`config.mk`:
```
export PLATFORM = sky130hd
export DESIGN_NAME = timer_bank
export DESIGN_NICKNAME = d
export VERILOG_FILES = /design/src/rtl/timer_bank.sv
export SDC_FILE = /design/constraint.sdc
export NUM_CORES = 1
export LEC_CHECK = 0
export ABC_CLOCK_PERIOD_IN_PS = 2000
export CAP_MARGIN = 20
export CORE_MARGIN = 4
export CORE_UTILIZATION = 30
export DETAILED_ROUTE_END_ITERATION = 10
export SKIP_CTS_REPAIR_TIMING = 1
export SYNTH_ARGS = -nofsm -noshare
export SYNTH_HDL_FRONTEND = slang
export SYNTH_SLANG_ARGS = --single-unit
export TNS_END_PERCENT = 10
```
`constraint.sdc`:
```
create_clock -name clk -period 2 [get_ports clk]
set_input_delay 0.3 -clock clk [delete_from_list [all_inputs] [get_ports clk]]
set_output_delay 0.3 -clock clk [all_outputs]
set_load 0.01 [all_outputs]
```
`src/rtl/timer_bank.sv`:
```
// timer_bank: OPL-style bank of NUM_TIMERS up-counting interval timers that
// share one free-running base prescaler. Each timer has its own preset and
// tick divider. The bank keeps sticky per-timer overflow flags, a global IRQ
// reset and per-timer masks, and drives a registered active-low IRQ.
// Optional feature macro: TIMER_BANK_ONESHOT_EN adds a oneshot register at
// MASK_ADDR+1. A oneshot timer stops itself on its first natural overflow.

// One timer channel: tick divider plus up-counter with reload on overflow.
module timer_bank_lane #(
   parameter int CNT_WIDTH = 8,
   parameter int DIV       = 1
) (
   input  logic                 clk,
   input  logic                 reset_n,
   input  logic                 base_tick,
   input  logic                 run,
   input  logic                 load,
   input  logic [CNT_WIDTH-1:0] preset,
   output logic                 ovf
);
   localparam int DW = (DIV > 1) ? $clog2(DIV) : 1;

   logic [DW-1:0]        div_cnt;
   logic [CNT_WIDTH-1:0] cnt;
   logic                 tick;

   assign tick = run && base_tick && (div_cnt == DW'(DIV - 1));
   assign ovf  = tick && (&cnt);

   // Divider and counter. A start edge loads the preset; a stopped timer holds.
   always_ff @(posedge clk or negedge reset_n) begin
      if (!reset_n) begin
         div_cnt <= '0;
         cnt     <= '0;
      end else if (load) begin
         div_cnt <= '0;
         cnt     <= preset;
      end else if (run && base_tick) begin
         if (div_cnt == DW'(DIV - 1)) begin
            div_cnt <= '0;
            cnt     <= (&cnt) ? preset : cnt + 1'b1;
         end else begin
            div_cnt <= div_cnt + 1'b1;
         end
      end
   end
endmodule

module timer_bank #(
   parameter int                       NUM_TIMERS  = 2,
   parameter int                       CNT_WIDTH   = 8,
   parameter int                       DATA_WIDTH  = 8,
   parameter int                       ADDR_WIDTH  = 8,
   parameter int                       BASE_TICK   = 4000,
   parameter logic [NUM_TIMERS*8-1:0]  TICK_DIVS   = {8'd4, 8'd1},
   parameter logic [ADDR_WIDTH-1:0]    PRESET_ADDR = 8'h02,
   parameter logic [ADDR_WIDTH-1:0]    CTRL_ADDR   = 8'h04,
   parameter logic [ADDR_WIDTH-1:0]    MASK_ADDR   = 8'h05
) (
   input  logic                  clk,
   input  logic                  reset_n,
   input  logic                  reg_wr_valid,
   input  logic [ADDR_WIDTH-1:0] reg_wr_addr,
   input  logic [DATA_WIDTH-1:0] reg_wr_data,
   input  logic [NUM_TIMERS-1:0] force_overflow,
   output logic [NUM_TIMERS-1:0] overflow_pulse,
   output logic [DATA_WIDTH-1:0] status,
   output logic                  irq_n
);
   localparam int PW = $clog2(BASE_TICK);

   logic [PW-1:0]                        base_cnt;
   logic                                 base_tick;
   logic [NUM_TIMERS-1:0][CNT_WIDTH-1:0] preset;
   logic [NUM_TIMERS-1:0]                wr_preset;
   logic [NUM_TIMERS-1:0]                start, start_nxt, load;
   logic [NUM_TIMERS-1:0]                mask, flag, nat_ovf;
   logic                                 irq_rst, irq_rst_nxt, irq;
   logic                                 wr_ctrl, wr_mask;

   assign wr_ctrl   = reg_wr_valid && (reg_wr_addr == CTRL_ADDR);
   assign wr_mask   = reg_wr_valid && (reg_wr_addr == MASK_ADDR);
   assign base_tick = (base_cnt == PW'(BASE_TICK - 1));

   // Free-running base prescaler, 0..BASE_TICK-1
   always_ff @(posedge clk or negedge reset_n) begin
      if (!reset_n) base_cnt <= '0;
      else          base_cnt <= base_tick ? '0 : base_cnt + 1'b1;
   end

   genvar g;
   generate
      for (g = 0; g < NUM_TIMERS; g++) begin : g_lane
         assign wr_preset[g] = reg_wr_valid &&
                               (reg_wr_addr == ADDR_WIDTH'(PRESET_ADDR + g));

         timer_bank_lane #(
            .CNT_WIDTH (CNT_WIDTH),
            .DIV       (int'(TICK_DIVS[g*8 +: 8]))
         ) u_lane (
            .clk       (clk),
            .reset_n   (reset_n),
            .base_tick (base_tick),
            .run       (start[g]),
            .load      (load[g]),
            .preset    (preset[g]),
            .ovf       (nat_ovf[g])
         );

         // Preset register; a running timer only sees it on its next reload
         always_ff @(posedge clk or negedge reset_n) begin
            if (!reset_n)          preset[g] <= '0;
            else if (wr_preset[g]) preset[g] <= reg_wr_data[CNT_WIDTH-1:0];
         end
      end
   endgenerate

`ifdef TIMER_BANK_ONESHOT_EN
   localparam logic [ADDR_WIDTH-1:0] ONESHOT_ADDR = MASK_ADDR + 1'b1;
   logic [NUM_TIMERS-1:0] oneshot;

   // Oneshot enable register
   always_ff @(posedge clk or negedge reset_n) begin
      if (!reset_n)
         oneshot <= '0;
      else if (reg_wr_valid && (reg_wr_addr == ONESHOT_ADDR))
         oneshot <= reg_wr_data[NUM_TIMERS-1:0];
   end
`endif

   // Next start bits: oneshot overflow stops a timer, but a control write wins
   always_comb begin
      start_nxt = start;
`ifdef TIMER_BANK_ONESHOT_EN
      start_nxt = start_nxt & ~(oneshot & nat_ovf);
`endif
      if (wr_ctrl) start_nxt = reg_wr_data[NUM_TIMERS-1:0];
   end

   // Only a 0->1 start transition reloads the counter and clears the divider
   assign load = start_nxt & ~start;

   // The incoming irq_rst value is used so a write landing on the same edge
   // as a flag set still suppresses it.
   assign irq_rst_nxt = wr_mask ? reg_wr_data[DATA_WIDTH-1] : irq_rst;

   // Control, mask and irq_rst registers
   always_ff @(posedge clk or negedge reset_n) begin
      if (!reset_n) begin
         start   <= '0;
         mask    <= '0;
         irq_rst <= 1'b0;
      end else begin
         start   <= start_nxt;
         irq_rst <= irq_rst_nxt;
         if (wr_mask) mask <= reg_wr_data[NUM_TIMERS-1:0];
      end
   end

   // Overflow strobe, sticky flags and the registered interrupt
   always_ff @(posedge clk or negedge reset_n) begin
      if (!reset_n) begin
         overflow_pulse <= '0;
         flag           <= '0;
         irq_n          <= 1'b1;
      end else begin
         overflow_pulse <= nat_ovf | force_overflow;
         flag           <= irq_rst_nxt ? '0 : (flag | (overflow_pulse & ~mask));
         irq_n          <= !irq;
      end
   end

   assign irq = |flag;

   // Status byte: irq on top, flag[i] below it in timer order
   always_comb begin
      status = '0;
      status[DATA_WIDTH-1] = irq;
      for (int i = 0; i < NUM_TIMERS; i++) status[DATA_WIDTH-2-i] = flag[i];
   end
endmodule

```
After elaboration in Yosys (flattened, before gate mapping):

Index checks and enable logic that the tools add are counted.

* $add $sub $neg: 5
* multiplexer cells: 18
* reduce and logical (&&, ||, !) cells: 19
* bitwise gates (word level): 7
* equality and inequality tests: 7

Operator list (number)
* 2-to-1 mux 8 bit: 8
* adder 8 x 1 -> 8 bit (second input constant): 2
* == test 8 x 2 -> 1 bit (second input constant): 2
* == test 8 x 3 -> 1 bit (second input constant): 2
* AND reduction 8 bit: 2
* adder 12 x 1 -> 12 bit (second input constant): 1
* == test 12 bit (second input constant): 1
* 2-to-1 mux 12 bit: 1
* logical AND 1 bit: 10
* 2-to-1 mux 2 bit: 5
* nonzero test 2 bit: 3
* bitwise AND 2 bit: 2
* 2-to-1 mux 1 bit: 4
* NOT 2 bit: 2
* OR 2 bit: 2
* AND reduction 2 bit: 2
* adder 2 x 1 -> 2 bit (second input constant): 1
* == test 2 bit (second input constant): 1
* inequality test 2 bit (second input constant): 1
* OR reduction 2 bit: 1
* adder 1 bit (second input constant): 1
* logical NOT 1 bit: 1
* NOT 1 bit: 1

* input bits: 21
* register bits after elaboration: 57

Logic depth before layout (Yosys ltp):

Gate-level depths: netlist of run 1.

* word-level depth: 6
* mapped depth: 7

By module:

Synthesis of run 1 repeated with hierarchy kept, for this count alone.

* cell total of the unflattened synthesis: 270
* area total of the unflattened synthesis: 2907.8 um2

By module, submodules not included
* timer_bank: sequential area each 952.2 um2, instances 1, area an instance 1690.4 um2, cells each 135
* timer_bank_lane (g_lane[1].u_lane): sequential area each 250.2 um2, instances 1, area an instance 673.1 um2, cells each 72
* timer_bank_lane (g_lane[0].u_lane): sequential area each 200.2 um2, instances 1, area an instance 544.3 um2, cells each 63

Worst setup path before layout of run 1:

OpenSTA, ideal clock, no wires.

* path kind: reg-to-reg
* start point: register base_cnt[0]
* end point: register g_lane[0].u_lane.cnt[7]
* buffers on the path: 1
* setup time: 104 ps
* data arrival time: 1838 ps
* cell stages (with the launch flop): 8
* setup slack: 58 ps
* cells stage by stage: dfrtp_1 -> ha_1 -> nand4_4 -> or4_4 -> buf_6 -> a311oi_2 -> o21ai_1 -> o311ai_1

* longest elaborated chain between the ends: 4

RTL lines
* start: declaration: RTL line 72 `logic [PW-1:0] base_cnt;`
* start signal: assignment: RTL line 88 `else base_cnt <= base_tick ? '0 : base_cnt + 1'b1;`
* == test 12 bit: RTL line 83 `assign base_tick = (base_cnt == PW'(BASE_TICK - 1));`
* logical AND 1 bit: RTL line 38 `end else if (run && base_tick) begin`
* nonzero test 2 bit (no line)
* AND reduction 2 bit (no line)
* end signal: assignment: RTL line 37 `cnt <= preset;`
* end signal: assignment: RTL line 41 `cnt <= (&cnt) ? preset : cnt + 1'b1;`
* end: declaration: RTL line 24 `logic [CNT_WIDTH-1:0] cnt;`

Every way passes these cells.
A chain may end at the register's enable or synchronous reset.

Worst setup path in the final report of run 1:

* start point: input port reg_wr_addr[3]
* end point: register g_lane[0].u_lane.cnt[1]

* longest elaborated chain between the ends: 6
* elaborated cells between the ends (all ways): 8
* classes of those cells: eq/ne (2); mux (2); bitwise (1); reduce/logical (3)

RTL lines
* start: declaration: RTL line 63 `input logic [ADDR_WIDTH-1:0] reg_wr_addr,`
* == test 8 x 3 -> 1 bit (*): RTL line 81 `assign wr_ctrl = reg_wr_valid && (reg_wr_addr == CTRL_ADDR);`
* logical AND 1 bit (*): RTL line 81
* 2-to-1 mux 2 bit (*): RTL line 137 `if (wr_ctrl) start_nxt = reg_wr_data[NUM_TIMERS-1:0];`
* bitwise AND 2 bit (*): RTL line 141 `assign load = start_nxt & ~start;`
* inequality test 2 bit (no line) / nonzero test 2 bit (equally long branches)
* AND reduction 2 bit (no line)

Mark *: on every way between the ends. The rest lies on a longest branch, timed or not.

==> impl_results.md, run 1 <==
* Grt peak-use layer: met2
* Synth async-reset ratio at 100.0%
* Combinational share of power at 8.1%
* CP Launch Type: input pin
* GR Layer Usage met2 at 17.21%
* Fmax achieved at 503.0 MHz
* Fin util at 39.15%
* Clock power share at 36.2%
* Synth top area cells: dfrtp_1 (48%), mux2_2 (7.9%), o21ai_0 (3.0%)
* Sequential share of the synthesized area at 49.21%
* Die W at 105.5 um
* Pins Over Slew Limit at 0
* Post-synth EDFFs at 0
* Routed wire length at 6035 um
* Status: completed
* Clock buffer count from CTS at 5
* Largest net degree at the start of global routing at 39
* Top FF cell, synth: dfrtp_1
* Seq pwr share at 55.8%
* Overflow left after global routing at 0
* Largest area contributor in the netlist: dfrtp_1
* Initial antenna violation count at 0
* CTS H-tree lvls at 2
* Reg2Reg Setup Slack at 0.10 ns
* Clock skew at 0.01345 ns
* Layout cell share with drive strength beyond 1 at 22.91%
* DR pass1 iterations at 4
* GR Layer Usage met3 at 3.001%
* Initial DRC Count at 103
* Syn Std Cell Area at 0.002850 sq mm
* GRT Util Overall at 11.06%
* DIE AREA at 0.01112 sq mm
* Maximum buffer depth of the clock tree at 2
* Nets at 347
* Critical Path Sink Type: flop
* Buffers on Ports at 26
* Post-synth top area share at 48.29%
* Clock-pin transition on the worst setup and hold timing paths at 0.11 ns
* GPL Wtd Cong at 0.8251
* RSZ-0062 raised after global routing: true
* R2R depth at 6
* Synth Register Bits at 56
* First-pass GRT wire length at 10090 um
* Largest vdd supply drop at 0.2940 mV
* Net Sw Frac at 22.37%
* Met1 GRT Util at 15.45%
* Hold crit path type: in -> async
* DRC errors left at 0
* CTS root buffer: clkbuf_8
* Rows at 35
* Final Instance Area at 0.003617 sq mm
* WL per Instance at 13.35 um
* IO Count at 32
* Critical path cell sequence: clkdlybuf4s50_1 -> or4b_4 -> or4_4 -> o21ai_4 -> nor2b_1 -> a21oi_1
* Max Fanout on Critical Path at 6
* Internal power at 1.676 mW
* Fin crit period at 1.988 ns
* Vias/cell at 4.739
* Worst path required time at 2.20 ns
* Vias in the first global route at 2106
* Leak at 1.621 nW
* CTS sink count at 56
* Critical path class: in -> reg
* Core area at 0.009240 sq mm
* Synth warn at 0
* Ant diodes at 0
* Die H at 105.5 um
* Fin. Hold Viols at 0
* Max Cap Violations at 0
* Power density cells at 596.9 mW/mm^2
* Switching power at 0.4830 mW
* Via count at 2142
* Syn avg cell area at 10.72 sq um
* Largest stage delay, worst path at 0.60 ns
* Final worst path period share at 99.39%
* TritonCTS clock tree: yes
* Post-route ant nets at 0
* Initial Util at 30.85%
* Area Growth Syn to Fin at 26.91%
* Clock Latency Late Sink at 0.31 ns
* Yosys cell types at 55
* CP Data Arrival Time at 2.19 ns
* Hpwl dp at 4509 um
* Slowest stage cell on the critical path: or4b_4
* Post-DP Area at 0.003446 sq mm
* Syn Inst Count at 266
* Final setup vio count at 0
[cell families (layout without fill, tap and decap cells)]
family,after synthesis,count (layout),share of synthesized area [%]
xor+xnor,9,9,2.766
other cells,1,5,0.1316
buf+inv,18,71,3.555
fa+ha+maj,4,4,1.756
flops,56,56,49.21
mux,21,21,8.253
compound gates,54,54,12.34
simple gates,103,103,21.99
[area by class of cell]
type | count | area, sq um
clock buffers | 6 | 82.58
inverters | 8 | 30.03
clock inverters | 2 | 38.79
flip-flops and latches | 56 | 1404
multi-input cells | 196 | 1400
repair buffers | 55 | 500.5
fillers | 916 | 5623
well taps | 129 | 161.4
[placed cells by master (no fill, tap or decap), types with 2 or more instances in the layout]
master           count
xor2_1               6
clkbuf_8             6
nor2_1              14
and4_1               2
o31ai_1              2
dfrtp_1             54
nor3b_1              2
buf_12               2
nand2b_1             5
nand3b_1             2
clkdlybuf4s50_1     25
nor3_1               6
o21a_1               2
ha_1                 3
a21oi_1             12
conb_1               5
or3_1                4
inv_1                8
and3_1               6
a21o_1               4
nand3_1             13
o311ai_0             2
or4_4                2
a32oi_1              2
o21ai_0             17
and2_1               2
nand2_1             22
nor4_4               3
a22oi_1              2
xnor2_1              3
mux2_2              20
nor2b_1              8
buf_4               26
nand4_1              4
[worst paths after layout]
kind	start	end
max	reg_wr_addr[3]	g_lane[0].u_lane.cnt[1]
min	reset_n	preset[15]
max reg2reg	base_cnt[5]	g_lane[0].u_lane.cnt[1]
min reg2reg	g_lane[1].u_lane.div_cnt[0]	g_lane[1].u_lane.div_cnt[0]
max in group asynchronous	reset_n	g_lane[0].u_lane.cnt[4]
min in group clk	g_lane[1].u_lane.div_cnt[0]	g_lane[1].u_lane.div_cnt[0]
[stage by stage]
stage          setup TNS (ns)  total power [mW]  setup WS [ns]  cells  hold slack (ns)
3_5_place_dp           -7.801             1.400        -0.3413    443           0.2857
6_report                    0             2.159        0.01212    452           0.4630
2_1_floorplan               0             1.292        0.05837    270         0.004409
3_3_place_gp           -6.957             1.397        -0.3081    443           0.2867
4_1_cts                     0             2.197       0.003851    451         -0.05524
5_1_grt               -0.1793             2.262       -0.03778    452           0.5196
[cells in the mapped netlist, drive strengths merged (3+ instances only)]
library cell / count
nor3: 7
o21ai: 19
nor2: 14
inv: 8
o311ai: 3
and3: 6
a21o: 4
xnor2: 3
or3: 4
mux2: 20
nor2b: 8
nand3: 13
nand4: 6
a21oi: 13
dfrtp: 55
buf: 10
xor2: 6
nand2b: 5
nand2: 22
ha: 4
nor4: 3
[worst max-delay path: cells and delay by family]
family                 cells  cell delay, ns
AND/OR/NAND/NOR            3            1.33
buffers and inverters      1            0.40
AO/OA/AOI/OAI              2            0.17
[registers in the layout (all words and copies together), names as in the netlist]
| register | cells |
|---|---|
| flag | 2 |
| start | 2 |
| irq_rst | 1 |
| g_lane.u_lane.div_cnt | 2 |
| irq_n | 1 |
| mask | 2 |
| base_cnt | 12 |
| preset | 16 |
| g_lane.u_lane.cnt | 16 |
| overflow_pulse | 2 |
[power groups by stage]
stage,registers (mW),logic [mW],clock network [mW]
4_1_cts,1.20,0.175,0.818
3_3_place_gp,1.22,0.172,0
6_report,1.20,0.174,0.781
5_1_grt,1.21,0.194,0.857
3_5_place_dp,1.23,0.174,0
2_1_floorplan,1.22,0.0728,0
[per-layer routing]
metal / share of wire, % / vias to the layer above
met5: 0 / -
met4: 0.88 / 0
met3: 4.7 / 5
met2: 45 / 30
met1: 50 / 1044
li1: - / 1063
Power figures use the tool's default switching activity.
==> inputs of run 2 (changes only) <==
Settings changed: ABC_CLOCK_PERIOD_IN_PS 2000 to 1700, CORE_MARGIN 4 to not set.
Clock period 2 ns to 1.7 ns, I/O delays scaled along.
==> run 2 against run 1 <==
Compared with the run above: the flow now finishes with violations (negative setup slack); cell count grew 3.1%; critical path depth is 1 higher; clock power increased by 22%; first-iteration DRC count fell by 17%; non-clock buffer count rose by 14; global-route usage is 2.5 points higher; setup slack lost 0.19 ns; wire length rose by 5.5%; cell area is 5.2% higher; register-to-register slack worse by 0.28 ns; sequential share of layout area is 1.9 points lower; power is 20% higher; highest routed layer unchanged.
==> impl_results.md, run 2 (synthesis results as in run 1) <==
* Fin crit period at 1.876 ns
* Via count at 2273
* Initial DRC Count at 85
* Clock power share at 36.8%
* Vias in the first global route at 2231
* Worst path required time at 1.94 ns
* CTS sink count at 56
* CTS H-tree lvls at 2
* Clock Latency Late Sink at 0.31 ns
* Reg2reg start: base_cnt[1]
* Clock buffer count from CTS at 5
* Internal power at 2.015 mW
* Switching power at 0.5710 mW
* First-pass GRT wire length at 10580 um
* Max Fanout on Critical Path at 9
* Worst Hold End: irq_rst
* Reg2Reg Setup Slack at -0.18 ns
* Largest net degree at the start of global routing at 57
* Leak at 1.792 nW
* Max Cap Violations at 0
* Area Growth Syn to Fin at 33.49%
* Total power at 2.586 mW
* CP Launch Type: flop
* Combinational share of power at 8.5%
* Hpwl dp at 4739 um
* DIE AREA at 0.009894 sq mm
* Vias/cell at 4.878
* Die W at 99.47 um
* Clock-pin transition on the worst setup and hold timing paths at 0.10 ns
* Critical path cell sequence: ha_4 -> nand4_4 -> or4_4 -> buf_6 -> nor3b_1 -> a21oi_1 -> nand2_1
* CP Data Arrival Time at 2.12 ns
* R2R depth at 7
* Post-route ant nets at 0
* WL per Instance at 13.66 um
* Status: finished, violations left
* Largest vdd supply drop at 0.2963 mV
* DR pass1 iterations at 4
* Buffers on Ports at 26
* Core area at 0.009240 sq mm
* Final setup vio count at 14
* Ant diodes at 0
* GRT Util Overall at 13.55%
* Post-DP Area at 0.003558 sq mm
* Fill count at 921
* Hold path depth at 5
* Hold crit path type: in -> reg
* Net Sw Frac at 22.08%
* Fin util at 41.18%
* Commonest non-fill, non-tap cell in the layout: dfrtp_1
* Pins Over Slew Limit at 0
* Most frequent cells in the layout: dfrtp_1 (55), buf_4 (37), nand2_1 (21), mux2_2 (20), clkdlybuf4s50_1 (17)
* Maximum buffer depth of the clock tree at 2
* Initial antenna violation count at 0
* Fin. Hold Viols at 0
* CTS root buffer: clkbuf_8
* Clock skew at 0.01512 ns
* Slowest stage cell on the critical path: or4_4
* Seq pwr share at 54.6%
* RSZ-0062 raised after global routing: true
* TritonCTS clock tree: yes
* Hold path start: reg_wr_addr[6]
* Nets at 361
* Initial Util at 30.85%
* Rows at 35
* Top Registers: g_lane.u_lane.cnt x16, preset x16, base_cnt x12
* Routed wire length at 6365 um
* Final Instance Area at 0.003805 sq mm
* Largest stage delay, worst path at 0.54 ns
* Violated checks: negative setup slack
* Fmax achieved at 533.1 MHz
* Layout cell share with drive strength beyond 1 at 28.19%
* Final worst path period share at 110.3%
* Die H at 99.47 um
* Power density cells at 679.7 mW/mm^2
* Final worst slack at -0.1757 ns
* Overflow left after global routing at 0
* GPL Wtd Cong at 0.8089
* IO Count at 32
* DRC errors left at 0
* Critical path class: reg -> reg
* Critical Path Sink Type: flop
* Reg-to-Reg End: g_lane[0].u_lane.cnt[5]
-- run 2: metrics by stage --
stage          setup TNS, ns  setup WS, ns  hold slack, ns  instances
3_3_place_gp          -17.05       -0.4951          0.2785        457
2_1_floorplan        -0.5468      -0.06094        -0.04059        270
6_report              -1.178       -0.1757          0.3992        466
3_5_place_dp          -17.43       -0.5289          0.2841        457
4_1_cts               -4.676       -0.2143        -0.06404        465
5_1_grt               -2.784       -0.2678          0.4099        466
-- run 2: final cells by class --
class,instances,area [sq um],share of cell area (%)
multi-input cells,196,1456,38.28
flip-flops and latches,56,1403,36.86
repair buffers,69,628.1,16.51
well taps,129,161.4,4.242
clock buffers,7,96.34,2.532
clock inverters,1,30.03,0.7892
inverters,8,30.03,0.7892
-- run 2: power groups by stage --
stage          clock [mW]  sequential, mW  combinational (mW)
6_report            0.952            1.41               0.221
5_1_grt              1.03            1.42               0.245
4_1_cts             0.981            1.41               0.216
3_5_place_dp            0            1.44               0.216
3_3_place_gp            0            1.44               0.213
2_1_floorplan           0            1.43              0.0858
-- run 2: critical path: cells and delay by family (launching register included) --
family          cells  cell delay (ns)
simple gates        4             1.00
flops               1             0.40
fa+ha+maj           1             0.17
buf+inv             1             0.16
compound gates      1             0.07
-- run 2: how the worst max path moves through the flow --
stage                   startpoint                      end  slack (ns)  cells after the start
detailed placement  reg_wr_addr[3]                  flag[0]       -0.53                      6
global placement    reg_wr_addr[3]                  flag[0]       -0.50                      6
finish                 base_cnt[1]  g_lane[0].u_lane.cnt[5]       -0.18                      7
CTS                 reg_wr_addr[3]                  flag[0]       -0.21                      6
global route           base_cnt[1]  g_lane[0].u_lane.cnt[5]       -0.27                      7
floorplan              base_cnt[5]  g_lane[0].u_lane.cnt[4]       -0.06                      5
-- run 2: routing by layer --
layer | wire length, um | part of all wire (%) | up-vias | track usage, %
li1 | - | - | 1095 | -
met1 | 3146 | 49 | 1126 | 18.40
met2 | 2867 | 45 | 43 | 21.42
met3 | 265 | 4.2 | 9 | 2.952
met4 | 85 | 1.3 | 0 | 4.638
met5 | 0 | 0 | - | 0
